`config.mk`:
```
export PLATFORM = sky130hd
export DESIGN_NAME = video_sdram_arbiter
export DESIGN_NICKNAME = d
export VERILOG_FILES = /design/src/rtl/video_arb_pkg.sv /design/src/rtl/video_arb_outstanding_ctr.sv /design/src/rtl/video_sdram_arbiter.sv
export SDC_FILE = /design/constraint.sdc
export NUM_CORES = 1
export LEC_CHECK = 0
export ABC_AREA = 0
export CORE_MARGIN = 2
export CORE_UTILIZATION = 28
export CTS_CLUSTER_DIAMETER = 150
export CTS_CLUSTER_SIZE = 28
export DETAILED_ROUTE_END_ITERATION = 10
export PLACE_DENSITY = 0.87
export SYNTH_ARGS = -nofsm -noshare
export SYNTH_HDL_FRONTEND = slang
export SYNTH_SLANG_ARGS = --single-unit
```
`constraint.sdc`:
```
create_clock -name clk -period 3.1 [get_ports clk]
set_clock_uncertainty 0.2 [all_clocks]
set_input_delay 0.465 -clock clk [delete_from_list [all_inputs] [get_ports clk]]
set_output_delay 0.465 -clock clk [all_outputs]
set_load 0.01 [all_outputs]
```
`src/rtl/video_arb_pkg.sv`:
```
// Shared types and constants for the video SDRAM port arbiter.
package video_arb_pkg;

  typedef enum logic [1:0] {
    IDLE,
    WR_BURST,
    RD_CMD
  } state_t;

  typedef enum logic {
    GNT_WR,
    GNT_RD
  } grant_t;

  localparam int unsigned MAX_BURST = 8;

endpackage

```
`src/rtl/video_arb_outstanding_ctr.sv`:
```
// In-flight read beat counter: adds accepted burst lengths, subtracts returned
// beats (saturating at both ends) and reports whether a new burst still fits.
module video_arb_outstanding_ctr #(
  parameter int unsigned BURST_W = 4,
  parameter int unsigned MAX_OUT = 16,
  parameter int unsigned CNT_W   = 5
) (
  input  logic               clk,
  input  logic               reset,
  input  logic               add_en,
  input  logic [BURST_W-1:0] add_len,
  input  logic               sub_en,
  input  logic [BURST_W-1:0] req_len,
  output logic [CNT_W-1:0]   count,
  output logic               req_ok
);

  localparam int unsigned SUM_W = CNT_W + 2;
  localparam logic [SUM_W-1:0] SUM_ONE = SUM_W'(1);
  localparam logic [SUM_W-1:0] CNT_MAX = {2'b00, {CNT_W{1'b1}}};
  localparam logic [SUM_W-1:0] LIMIT   = SUM_W'(MAX_OUT);

  logic [SUM_W-1:0] count_ext;
  logic [SUM_W-1:0] sum_add;
  logic [SUM_W-1:0] sum_next;
  logic [SUM_W-1:0] sum_req;

  always_comb begin
    count_ext = {2'b00, count};
    sum_add   = count_ext + (add_en ? SUM_W'(add_len) : '0);
    // A return with nothing in flight (stray valid) must not wrap below zero.
    sum_next  = (sub_en && (sum_add != '0)) ? (sum_add - SUM_ONE) : sum_add;
    if (sum_next > CNT_MAX) begin
      sum_next = CNT_MAX;
    end
    sum_req   = count_ext + SUM_W'(req_len);
    req_ok    = (sum_req <= LIMIT);
  end

  always_ff @(posedge clk) begin
    if (reset) begin
      count <= '0;
    end else begin
      count <= sum_next[CNT_W-1:0];
    end
  end

endmodule

```
`src/rtl/video_sdram_arbiter.sv`:
```
// Two-master arbiter for the shared 16-bit SDRAM Avalon-MM port: video-in
// writer (master 0) and VGA pixel-buffer reader (master 1), granted per burst.
module video_sdram_arbiter
  import video_arb_pkg::*;
#(
  parameter int unsigned ADDR_W     = 32,
  parameter int unsigned DATA_W     = 16,
  parameter int unsigned BURST_W    = 4,
  parameter int unsigned MAX_RD_OUT = 16
) (
  input  logic               clk,
  input  logic               reset,

  input  logic [ADDR_W-1:0]  wr_address,
  input  logic               wr_write,
  input  logic [DATA_W-1:0]  wr_writedata,
  input  logic [BURST_W-1:0] wr_burstcount,
  output logic               wr_waitrequest,

  input  logic [ADDR_W-1:0]  rd_address,
  input  logic               rd_read,
  input  logic [BURST_W-1:0] rd_burstcount,
  input  logic               rd_urgent,
  output logic               rd_waitrequest,
  output logic [DATA_W-1:0]  rd_readdata,
  output logic               rd_readdatavalid,

  output logic [ADDR_W-1:0]  s_address,
  output logic               s_write,
  output logic               s_read,
  output logic [DATA_W-1:0]  s_writedata,
  output logic [BURST_W-1:0] s_burstcount,
  input  logic               s_waitrequest,
  input  logic [DATA_W-1:0]  s_readdata,
  input  logic               s_readdatavalid,

  output logic [4:0]         rd_outstanding
);

  localparam int unsigned BEAT_W = $clog2(MAX_BURST + 1);
  localparam logic [BEAT_W-1:0] BEAT_ONE = BEAT_W'(1);

  state_t              state, state_nxt;
  grant_t              last_grant, last_grant_nxt;
  logic [BEAT_W-1:0]   beats_left, beats_left_nxt;
  logic                rd_room;
  logic                rd_ok;
  logic                rd_accept;

  video_arb_outstanding_ctr #(
    .BURST_W (BURST_W),
    .MAX_OUT (MAX_RD_OUT),
    .CNT_W   (5)
  ) u_outstanding (
    .clk     (clk),
    .reset   (reset),
    .add_en  (rd_accept),
    .add_len (rd_burstcount),
    .sub_en  (s_readdatavalid),
    .req_len (rd_burstcount),
    .count   (rd_outstanding),
    .req_ok  (rd_room)
  );

  assign rd_ok            = rd_read && rd_room;
  assign rd_readdata      = s_readdata;
  assign rd_readdatavalid = s_readdatavalid;

  always_ff @(posedge clk) begin
    if (reset) begin
      state      <= IDLE;
      last_grant <= GNT_RD;
      beats_left <= '0;
    end else begin
      state      <= state_nxt;
      last_grant <= last_grant_nxt;
      beats_left <= beats_left_nxt;
    end
  end

  always_comb begin
    state_nxt      = state;
    last_grant_nxt = last_grant;
    beats_left_nxt = beats_left;
    rd_accept      = 1'b0;
    s_address      = '0;
    s_write        = 1'b0;
    s_read         = 1'b0;
    s_writedata    = '0;
    s_burstcount   = '0;
    wr_waitrequest = 1'b1;
    rd_waitrequest = 1'b1;

    unique case (state)
      IDLE: begin
        // Urgency wins only when the reader FIFO can actually absorb the burst.
        if (rd_urgent && rd_ok) begin
          state_nxt = RD_CMD;
        end else if (wr_write && rd_ok) begin
          state_nxt = (last_grant == GNT_RD) ? WR_BURST : RD_CMD;
        end else if (wr_write) begin
          state_nxt = WR_BURST;
        end else if (rd_ok) begin
          state_nxt = RD_CMD;
        end
        if (state_nxt == WR_BURST) begin
          beats_left_nxt = (wr_burstcount == '0) ? BEAT_ONE : BEAT_W'(wr_burstcount);
        end
      end

      WR_BURST: begin
        s_address      = wr_address;
        s_write        = wr_write;
        s_writedata    = wr_write ? wr_writedata : '0;
        s_burstcount   = wr_burstcount;
        wr_waitrequest = s_waitrequest;
        if (wr_write && !s_waitrequest) begin
          beats_left_nxt = beats_left - BEAT_ONE;
          if (beats_left <= BEAT_ONE) begin
            state_nxt      = IDLE;
            last_grant_nxt = GNT_WR;
          end
        end
      end

      RD_CMD: begin
        s_address      = rd_address;
        s_read         = rd_read;
        s_burstcount   = rd_burstcount;
        rd_waitrequest = s_waitrequest;
        if (rd_read && !s_waitrequest) begin
          rd_accept      = 1'b1;
          state_nxt      = IDLE;
          last_grant_nxt = GNT_RD;
        end else if (!rd_read) begin
          state_nxt = IDLE;
        end
      end

      default: state_nxt = IDLE;
    endcase
  end

endmodule

```
* After elaboration in Yosys (flattened, before gate mapping) *
Index checks and enable logic that the tools add are counted.
Widths: inputs -> output; s select.

operators by class
  $add $sub $neg = 4
  order comparisons = 3
  equal/unequal tests = 8
  mux-type cells = 32
  reduce and logical (&&, ||, !) cells = 15

operators with widths
  operator             count
  $pmux 32 s2          1
  $mux 16              2
  $mux 2               10
  $mux 4               4
  $pmux 4 s2           2
  $mux 1               9
  $ne 2x2->1 const B   4
  $add 5x7->7          1
  $gt 7x5->1 const B   1
  $le 7x5->1 const B   1
  $mux 7               1
  $reduce_bool 7->1    1
  $sub 7x1->7 const B  1
  $add 5x4->6          1
  $logic_and 1x1->1    6
  $pmux 2 s3           1
  $reduce_and 3->1     2
  $mux 5               1
  $eq 2x1->1 const B   2
  $le 4x1->1 const B   1
  $logic_not 4->1      1
  $reduce_and 4->1     1
  $reduce_bool 2->1    2
  $sub 4x1->4 const B  1
  other kinds (5)      5

storage, ports and cells
  register bits after elaboration = 12
  input bits = 111
  output and inout bits = 78
  word-level logic and storage cells = 66

* Depth between registers and ports, before layout *
Gate-level depths: netlist of the first run.

  depth in word-level cells = 11
  mapped depth = 15

* Hierarchy *
A second synthesis of the first run with hierarchy kept.

unflattened totals
  cells, all modules = 276
  area total of the unflattened synthesis = 2100.8 um^2

by module, submodules not included
  module                     times used  cells an instance  area an instance (um^2)
  video_sdram_arbiter        1           191                1377.6
  video_arb_outstanding_ctr  1           85                 723.2

* Worst setup path after synthesis of the first run *
OpenSTA, ideal clock, no wires.

  path type = flip-flop to flip-flop
  start point = register state[0]
  end point = register u_outstanding.count[1]
  library setup time = 0.070 ns
  data arrival time = 2.632 ns
  slack = 0.197 ns
  stages on the path, launching flop included = 15
  buffers on the path = 0
  clock period less this slack = 2.903 ns
  cell sequence = dfxtp_1 inv_1 ha_1 nand2_1 nor2_1 and2_1 ha_1 fa_1 xnor2_1 nand2_1 nor2_1 nand2_1 nand2_1 mux2_2 a21oi_1

between the ends
  word-level cells in the longest chain between the ends = 9
  elaborated cells between the ends (all ways) = 10
  classes of those cells = add/sub: 2; order compare: 1; eq/ne: 1; mux: 4; reduce/logical: 2

ends and longest elaborated chain
  element                                                              line                             text
  start: declaration                                                   video_sdram_arbiter.sv:43        state_t state, state_nxt;
  start signal: assignment                                             video_sdram_arbiter.sv:75        state <= state_nxt;
  $eq 2x2->1 (*)                                                       video_sdram_arbiter.sv:94        unique case (state)
  $mux 1 (*)                                                           video_sdram_arbiter.sv:94
  $mux 4 (*)                                                           video_arb_outstanding_ctr.sv:30  sum_add = count_ext + (add_en ? SUM_W'(add_len) : '0);
  $add 5x7->7 (*)                                                      video_arb_outstanding_ctr.sv:30
  parallel branches: the longest is 2 deep, another holds $sub 7x1->7  --
  $mux 7 (*)                                                           video_arb_outstanding_ctr.sv:32  sum_next = (sub_en && (sum_add != '0)) ? (sum_add - SUM_ONE) : sum_add;
  $gt 7x5->1                                                           video_arb_outstanding_ctr.sv:33  if (sum_next > CNT_MAX) begin
  $mux 5 (*)                                                           video_arb_outstanding_ctr.sv:33
  end signal: assignment                                               video_arb_outstanding_ctr.sv:44  count <= sum_next[CNT_W-1:0];
  end: declaration                                                     video_arb_outstanding_ctr.sv:14  output logic [CNT_W-1:0] count,

Every way passes the cells marked *.
A chain may end at the register's enable or synchronous reset.

* Worst setup path in the final report of the first run *
  start point = input port rd_burstcount[1]
  end point = register beats_left[2]

between the ends
  word-level cells in the longest chain between the ends = 11
  elaborated cells between the ends (all ways) = 13
  classes of those cells = add/sub: 1; order compare: 1; eq/ne: 2; mux: 5; reduce/logical: 4

ends and longest elaborated chain
  element                         line                             text
  start: declaration              video_sdram_arbiter.sv:22        input logic [BURST_W-1:0] rd_burstcount,
  $add 5x4->6 (*)                 video_arb_outstanding_ctr.sv:36  sum_req = count_ext + SUM_W'(req_len);
  $le 7x5->1 (*)                  video_arb_outstanding_ctr.sv:37  req_ok = (sum_req <= LIMIT);
  $logic_and 1x1->1 (*)           video_sdram_arbiter.sv:65        assign rd_ok = rd_read && rd_room;
  $mux 2                          video_sdram_arbiter.sv:103       end else if (rd_ok) begin
  $mux 2                          video_sdram_arbiter.sv:101       end else if (wr_write) begin
  $mux 2                          video_sdram_arbiter.sv:99        end else if (wr_write && rd_ok) begin
  $mux 2 (*)                      video_sdram_arbiter.sv:97        if (rd_urgent && rd_ok) begin
  $mux 2 (*)                      video_sdram_arbiter.sv:94
  $eq 2x1->1 (*)                  video_sdram_arbiter.sv:106       if (state_nxt == WR_BURST) begin
  $ne 2x2->1 (no line) (*)        --
  $reduce_and 3->1 (no line) (*)  --
  end signal: assignment          video_sdram_arbiter.sv:77        beats_left <= beats_left_nxt;
  end: declaration                video_sdram_arbiter.sv:45        logic [BEAT_W-1:0] beats_left, beats_left_nxt;

Mark *: on every way between the ends. The rest lies on a longest branch, timed or not. The select of a mux whose other input is x is not followed.

==> impl_metrics.csv, run 1 <==
group,metric,value,unit
run_status,outcome,"finished, final reports clean",
cts,cts_inserted_buffers,3,
sta,tightestPinTransition,0.478,ns
cts,longest_clk_path_bufs,2,
min_path,hold_class,"flop to flop",
cts,tritoncts_num_sinks,12,
place,buffer_ports.inserted,156,
logic_synthesis,synth_fp_nets,400,
sta,relSlewSlack,68.0,%
sta,part_of_the_cycle_the_worst_path_needs,98.6,%
setup_path,critical_path_required,3.02,ns
logic_synthesis,synth_top_area_cells,"a22oi_1, dfxtp_1, nor2b_1",
setup_path,critical_path_arrival,2.98,ns
logic_synthesis,synth_async_sr_flop_share,0,%
logic_synthesis,adder_cell_share_of_the_synthesized_area,11.4,%
routing,wirelength,8.35,mm
setup_path,timing.reg2reg.setup_slack,0.14,ns
final_layout,final_core_utilization,56.0,%
final_layout,postLayoutCellArea,3830,sq um
routing,vias_per_cell,5.03,
logic_synthesis,synth-seq-cells,12,
floorplanning,ios,189,
routing,drt_iter0_drc,125,
setup_path,criticalPathCategory,"primary input to flop",
logic_synthesis,post_synth_xor_area_fraction,2.63,%
global_routing,grt_pass1_wl,11.4,mm
power_and_ir_drop,p_leak,1.48,nW
logic_synthesis,post_synth_edffs,0,
power_and_ir_drop,power_density,651,nW/um^2
final_layout,final_nets,549,
sta,whs,0.319,ns
final_layout,post_route_cells_drive_above_1_share,13.8,%
routing,ant_nets,0,
cts,cts_tree,"yes",
floorplanning,design.die.area,7830,sq um
global_routing,antenna_found_initial,0,
floorplanning,die_h,88.5,microns
job,drv.max_cap_violation_count,0,
global_routing,track_usage,18.4,%
setup_path,worstSetupEndpointType,"flop",
logic_synthesis,synthDistinctLibCells,42,
logic_synthesis,yosys_warnings,0,
logic_synthesis,synth_compound_area_share,29.0,%
cts,clockRootBuffer,"clkbuf_8",
final_layout,area_growth_syn_to_layout,91.5,%
logic_synthesis,synth_area,2000,sq um
final_layout,mostFrequentLayoutCells,"clkdlybuf4s50_1, a22oi_1, nor2b_1, buf_4, and3_1",
logic_synthesis,synth-simple-area-share,28.9,%
sta,min_period,3.06,ns
sta,setup_violations,0,
setup_path,start_kind,"primary input",
sta,setup_tns,0,ns
place,placed_area,3660,sq um
cts,clk_latency,0.25,ns
sta,timing.fmax,327,MHz
power_and_ir_drop,power.ir.vdd_worst,0.242,mV
sta,finalHoldViolations,0,
routing,drt_drc_violations_left,0,
logic_synthesis,synth_sequential_area_ratio,12.0,%
sta,drv_slew,0,
cts,clk_pin_slew,0.06,ns
logic_synthesis,synth_top_area_share,13.9,%
cts,hold_buffers,0,
logic_synthesis,synth_area_leader_cell,"a22oi_1",
place,detailed_place_hpwl,6.42,mm
final_layout,layout_commonest_cell,"clkdlybuf4s50_1",
global_routing,first_global_vias,2362,
routing,first_pass_iteration_count_of_the_detailed_router,6,
floorplanning,row_count,30,
logic_synthesis,synth_top_family_by_area,"compound AO/OA/AOI/OAI gates",
final_layout,n_fill_cell,597,
routing,dr_total_vias,2598,
global_routing,grt-ovfl-total,0,
floorplanning,core_area,6830,sq um
place,finalWeightedCongestion,0.926,
logic_synthesis,synthesized_area_per_cell,7.35,sq um
global_routing,grt_start_max_net_pins,39,
floorplanning,chipWidth,88.5,microns
logic_synthesis,ys.flop_type,"dfxtp_1",
logic_synthesis,post_synth_mux_area_share,3.38,%
cts,cts.htree.levels,1,
routing,routed_wire_length_per_instance,16.2,microns
floorplanning,initial_core_util,29.2,%
setup_path,critical_path.max_fanout,6,
final_layout,antenna_cells,0,
logic_synthesis,synth_cells,272,
repair_timing:
item                                    4_1_cts  5_1_grt
endpoints found under the hold margin         0        0
pin swaps                                     5        7
endpoints found under the setup margin        9        9
setup buffers                                 0        2
resized for setup                             9       19
path summary, 6_finish.rpt:
check / from / to / cells past startpoint
worst max-delay path: rd_burstcount[1] / beats_left[2]$_SDFFE_PP0P_ / 11
worst min-delay path: state[1]$_SDFFE_PP0P_ / state[1]$_SDFFE_PP0P_ / 2
worst max register to register: state[1]$_SDFFE_PP0P_ / u_outstanding.count[1]$_SDFF_PP0_ / 14
worst min register to register: state[1]$_SDFFE_PP0P_ / state[1]$_SDFFE_PP0P_ / 2
routing by layer:
metal	global-route usage (%)	wire [microns]
met5	0	0
met1	19.8	3060
met2	35.7	4530
met4	5.92	227
met3	3.54	533
stage by stage:
| stage | total power, mW | cells | worst slack, ns |
|---|---|---|---|
| after floorplan | 1.47 | 272 | 0.197 |
| after global placement | 2.15 | 510 | -0.212 |
| after detailed placement | 2.21 | 510 | -0.324 |
| after CTS | 2.42 | 514 | 0.00929 |
| after global routing | 2.68 | 516 | -0.0379 |
| final | 2.49 | 516 | 0.0432 |
power by group:
group | switching (mW) | internal [mW] | leakage [nW] | total, mW
clock | 0.0704 | 0.113 | 0.0288 | 0.183
sequential | 0.0894 | 0.220 | 0.0992 | 0.310
combinational | 0.951 | 1.05 | 1.35 | 2.00
total | 1.11 | 1.38 | 1.48 | 2.49
cells in the mapped netlist, types with 2 or more instances:
library cell  number
nor2b_1           37
buf_4             17
a31oi_4            2
inv_1             15
a21oi_1           15
a21o_1             3
nand2b_1           3
o21ai_1            2
fa_1               2
and2_1             4
buf_1              6
nand3_1            3
clkbuf_1          11
nand2_1           13
and3_1            17
nor2_1            11
nor3b_1            3
a21oi_2            3
mux2_2             2
o21ai_0            8
o211ai_1           2
a22oi_1           37
xnor2_1            5
nor3_1             4
ha_1              15
mux2i_1            3
nand3b_1           2
a211oi_1           2
dfxtp_1           12
area by class of cell:
cell class / count / area (sq um) / area share [%]
multi-input combinational: 210 / 1600 / 41.8
inverter: 15 / 56.3 / 1.47
timing repair buffer: 179 / 1750 / 45.8
tap: 96 / 120 / 3.14
clock buffer: 4 / 55.1 / 1.44
sequential: 12 / 241 / 6.31
state kept, by name, summed over array words and instances (netlist names):
register	cells
beats_left	4
u_outstanding.count	5
last_grant	1
state	2
critical path, stage by stage:
cell             delay [ns]
clkdlybuf4s50_1        0.53
inv_1                  0.13
fa_2                   0.44
nand2b_4               0.17
a21oi_4                0.18
xor2_2                 0.09
a21oi_2                0.27
a31oi_4                0.13
a31oi_4                0.25
mux2i_1                0.23
a21oi_1                0.08
cells by family after synthesis:
| group | count (synthesis) |
|---|---|
| multiplexers | 6 |
| adder cells (fa/ha/maj) | 17 |
| XOR/XNOR | 6 |
| AND/OR/NAND/NOR | 102 |
| AO/OA/AOI/OAI | 79 |
| flip-flops | 12 |
| buffers and inverters | 50 |
(Power assumes the default switching activity.)
==> run 2: changes to the inputs <==
--- a/config.mk
+++ b/config.mk
@@ -6,12 +6,11 @@
 export NUM_CORES = 1
 export LEC_CHECK = 0
 export ABC_AREA = 0
-export CORE_MARGIN = 2
 export CORE_UTILIZATION = 28
 export CTS_CLUSTER_DIAMETER = 150
-export CTS_CLUSTER_SIZE = 28
 export DETAILED_ROUTE_END_ITERATION = 10
 export PLACE_DENSITY = 0.87
+export RECOVER_POWER = 50
 export SYNTH_ARGS = -nofsm -noshare
 export SYNTH_HDL_FRONTEND = slang
 export SYNTH_SLANG_ARGS = --single-unit
==> impl_metrics.csv, run 2 (synthesis gave the netlist of run 1 again) <==
group,metric,value,unit
sta,setup_tns,0,ns
sta,relSlewSlack,58.3,%
setup_path,worstSetupEndpointType,"flop",
power_and_ir_drop,power.ir.vdd_worst,0.289,mV
sta,tightestPinTransition,0.623,ns
cts,longest_clk_path_bufs,2,
floorplanning,chipWidth,86.5,microns
global_routing,track_usage,20.1,%
routing,wirelength,7.93,mm
floorplanning,die_h,86.5,microns
final_layout,largestRegisters,"u_outstanding.count x5, beats_left x4, state x2",
final_layout,mostFrequentLayoutCells,"clkdlybuf4s50_1, a22oi_1, nor2b_1, dlygate4sd3_1, buf_4",
global_routing,antenna_found_initial,0,
sta,part_of_the_cycle_the_worst_path_needs,96.8,%
final_layout,antenna_cells,0,
power_and_ir_drop,power_density,649,nW/um^2
place,detailed_place_hpwl,6.20,mm
floorplanning,initial_core_util,29.2,%
setup_path,critical_path.max_fanout,3,
sta,setup_violations,0,
routing,dr_total_vias,2560,
global_routing,first_global_vias,2489,
setup_path,timing.reg2reg.setup_slack,0.1,ns
global_routing,grt_pass1_wl,12.0,mm
floorplanning,row_count,30,
place,placed_area,3660,sq um
final_layout,area_growth_syn_to_layout,89.5,%
final_layout,postLayoutCellArea,3790,sq um
routing,drt_drc_violations_left,0,
place,buffer_ports.inserted,156,
floorplanning,design.die.area,7480,sq um
final_layout,n_fill_cell,596,
setup_path,cp_slowest_cell,"fa_2",
setup_path,critPathMaxStageDelay,0.36,ns
routing,routed_wire_length_per_instance,15.4,microns
cts,hold_buffers,0,
final_layout,layout_commonest_cell,"clkdlybuf4s50_1",
setup_path,criticalPathCategory,"flop to flop",
run_status,outcome,"finished, final reports clean",
setup_path,combined_buffer_and_inverter_count_along_the_critical_path,1,
routing,drt_iter0_drc,147,
job,drv.max_cap_violation_count,0,
setup_path,r2r.worst_path.cells,15,
setup_path,cp.depth,15,
routing,routedLengthMet1,3.12,mm
sta,whs,0.299,ns
setup_path,start_kind,"flop",
setup_path,crit_path_cell_trace,"inv_1, ha_2, nand2_2, nor2_2, and2_1, ha_2, fa_2, a21o_1, a21oi_2, xnor2_1, nor2_1, nand2_1, nand2_2, mux2_2, a21oi_1",
setup_path,critical_path_arrival,2.97,ns
final_layout,final_nets,548,
routing,top_layer,"met4",
routing,vias_per_cell,4.97,
final_layout,post_route_cells_drive_above_1_share,12.4,%
sta,drv_slew,0,
final_layout,flip_flop_count_of_the_largest_register_all_copies_and_words_added,5,
routing,met2_length,4.11,mm
sta,min_period,3.00,ns
routing,met3RoutedLength,512,microns
final_layout,regMostFlops,"u_outstanding.count",
global_routing,grt_start_max_net_pins,50,
power_and_ir_drop,finalPower,2.46,mW
cts,clk_latency,0.25,ns
min_path,hold_class,"flop to flop",
min_path,hold_path_depth,2,
cts,cts.htree.levels,1,
setup_path,cpLargestDelayFamily,"adder cells",
global_routing,grt-ovfl-total,0,
cts,cts_tree,"yes",
cts,clockRootBuffer,"clkbuf_8",
floorplanning,ios,189,
power_and_ir_drop,p_leak,1.55,nW
sta,setup_slack,0.0992,ns
place,finalWeightedCongestion,0.871,
place,place_worst_setup_slack,-0.342,ns
cts,tritoncts_num_sinks,12,
cts,cts_inserted_buffers,3,
sta,finalHoldViolations,0,
floorplanning,core_area,6830,sq um
cts,clk_pin_slew,0.06,ns
sta,timing.fmax,333,MHz
routing,first_pass_iteration_count_of_the_detailed_router,4,
setup_path,critical_path_required,3.07,ns
routing,ant_nets,0,
[run 2: repair_timing]
item / in CTS / in global routing
pin swaps: 3 / 2
setup buffers: 0 / 1
setup endpoints to repair: 8 / 9
resized for setup: 7 / 16
gates cloned: 0 / 0
[run 2: final cells by class]
| class | count | area [sq um] | area share [%] |
|---|---|---|---|
| well taps | 96 | 120 | 3.17 |
| multi-input cells | 210 | 1560 | 41.3 |
| inverters | 15 | 56.3 | 1.49 |
| clock buffers | 4 | 55.1 | 1.45 |
| flip-flops and latches | 12 | 241 | 6.38 |
| repair buffers | 178 | 1750 | 46.2 |
[run 2: tightest hold or removal path: stages (launching register included)]
cell     delay, ns
dfxtp_1       0.34
nand2_1       0.06
a21oi_1       0.05
[run 2: layer usage]
layer,vias up,GRT usage (%)
met1,1188,22.9
met2,97,37.0
met4,0,6.97
met3,25,4.00
met5,-,0
li1,1250,-
[run 2: worst paths after layout]
kind                                            start                                end
worst max-delay path            state[0]$_SDFFE_PP0P_  u_outstanding.count[1]$_SDFF_PP0_
worst min-delay path            state[1]$_SDFFE_PP0P_              state[1]$_SDFFE_PP0P_
worst max register to register  state[0]$_SDFFE_PP0P_  u_outstanding.count[1]$_SDFF_PP0_
worst min register to register  state[1]$_SDFFE_PP0P_              state[1]$_SDFFE_PP0P_
[run 2: stage by stage]
step	utilization, %	cells
final	55.4	515
after global routing	55.4	515
after CTS	54.6	514
after detailed placement	53.5	510
after global placement	53.5	510
after floorplan	-	272
[run 2: power breakdown]
part	total, mW	switching (mW)	internal (mW)
clock network	0.182	0.0691	0.113
logic	1.97	0.944	1.02
registers	0.308	0.0879	0.220
total	2.46	1.10	1.36
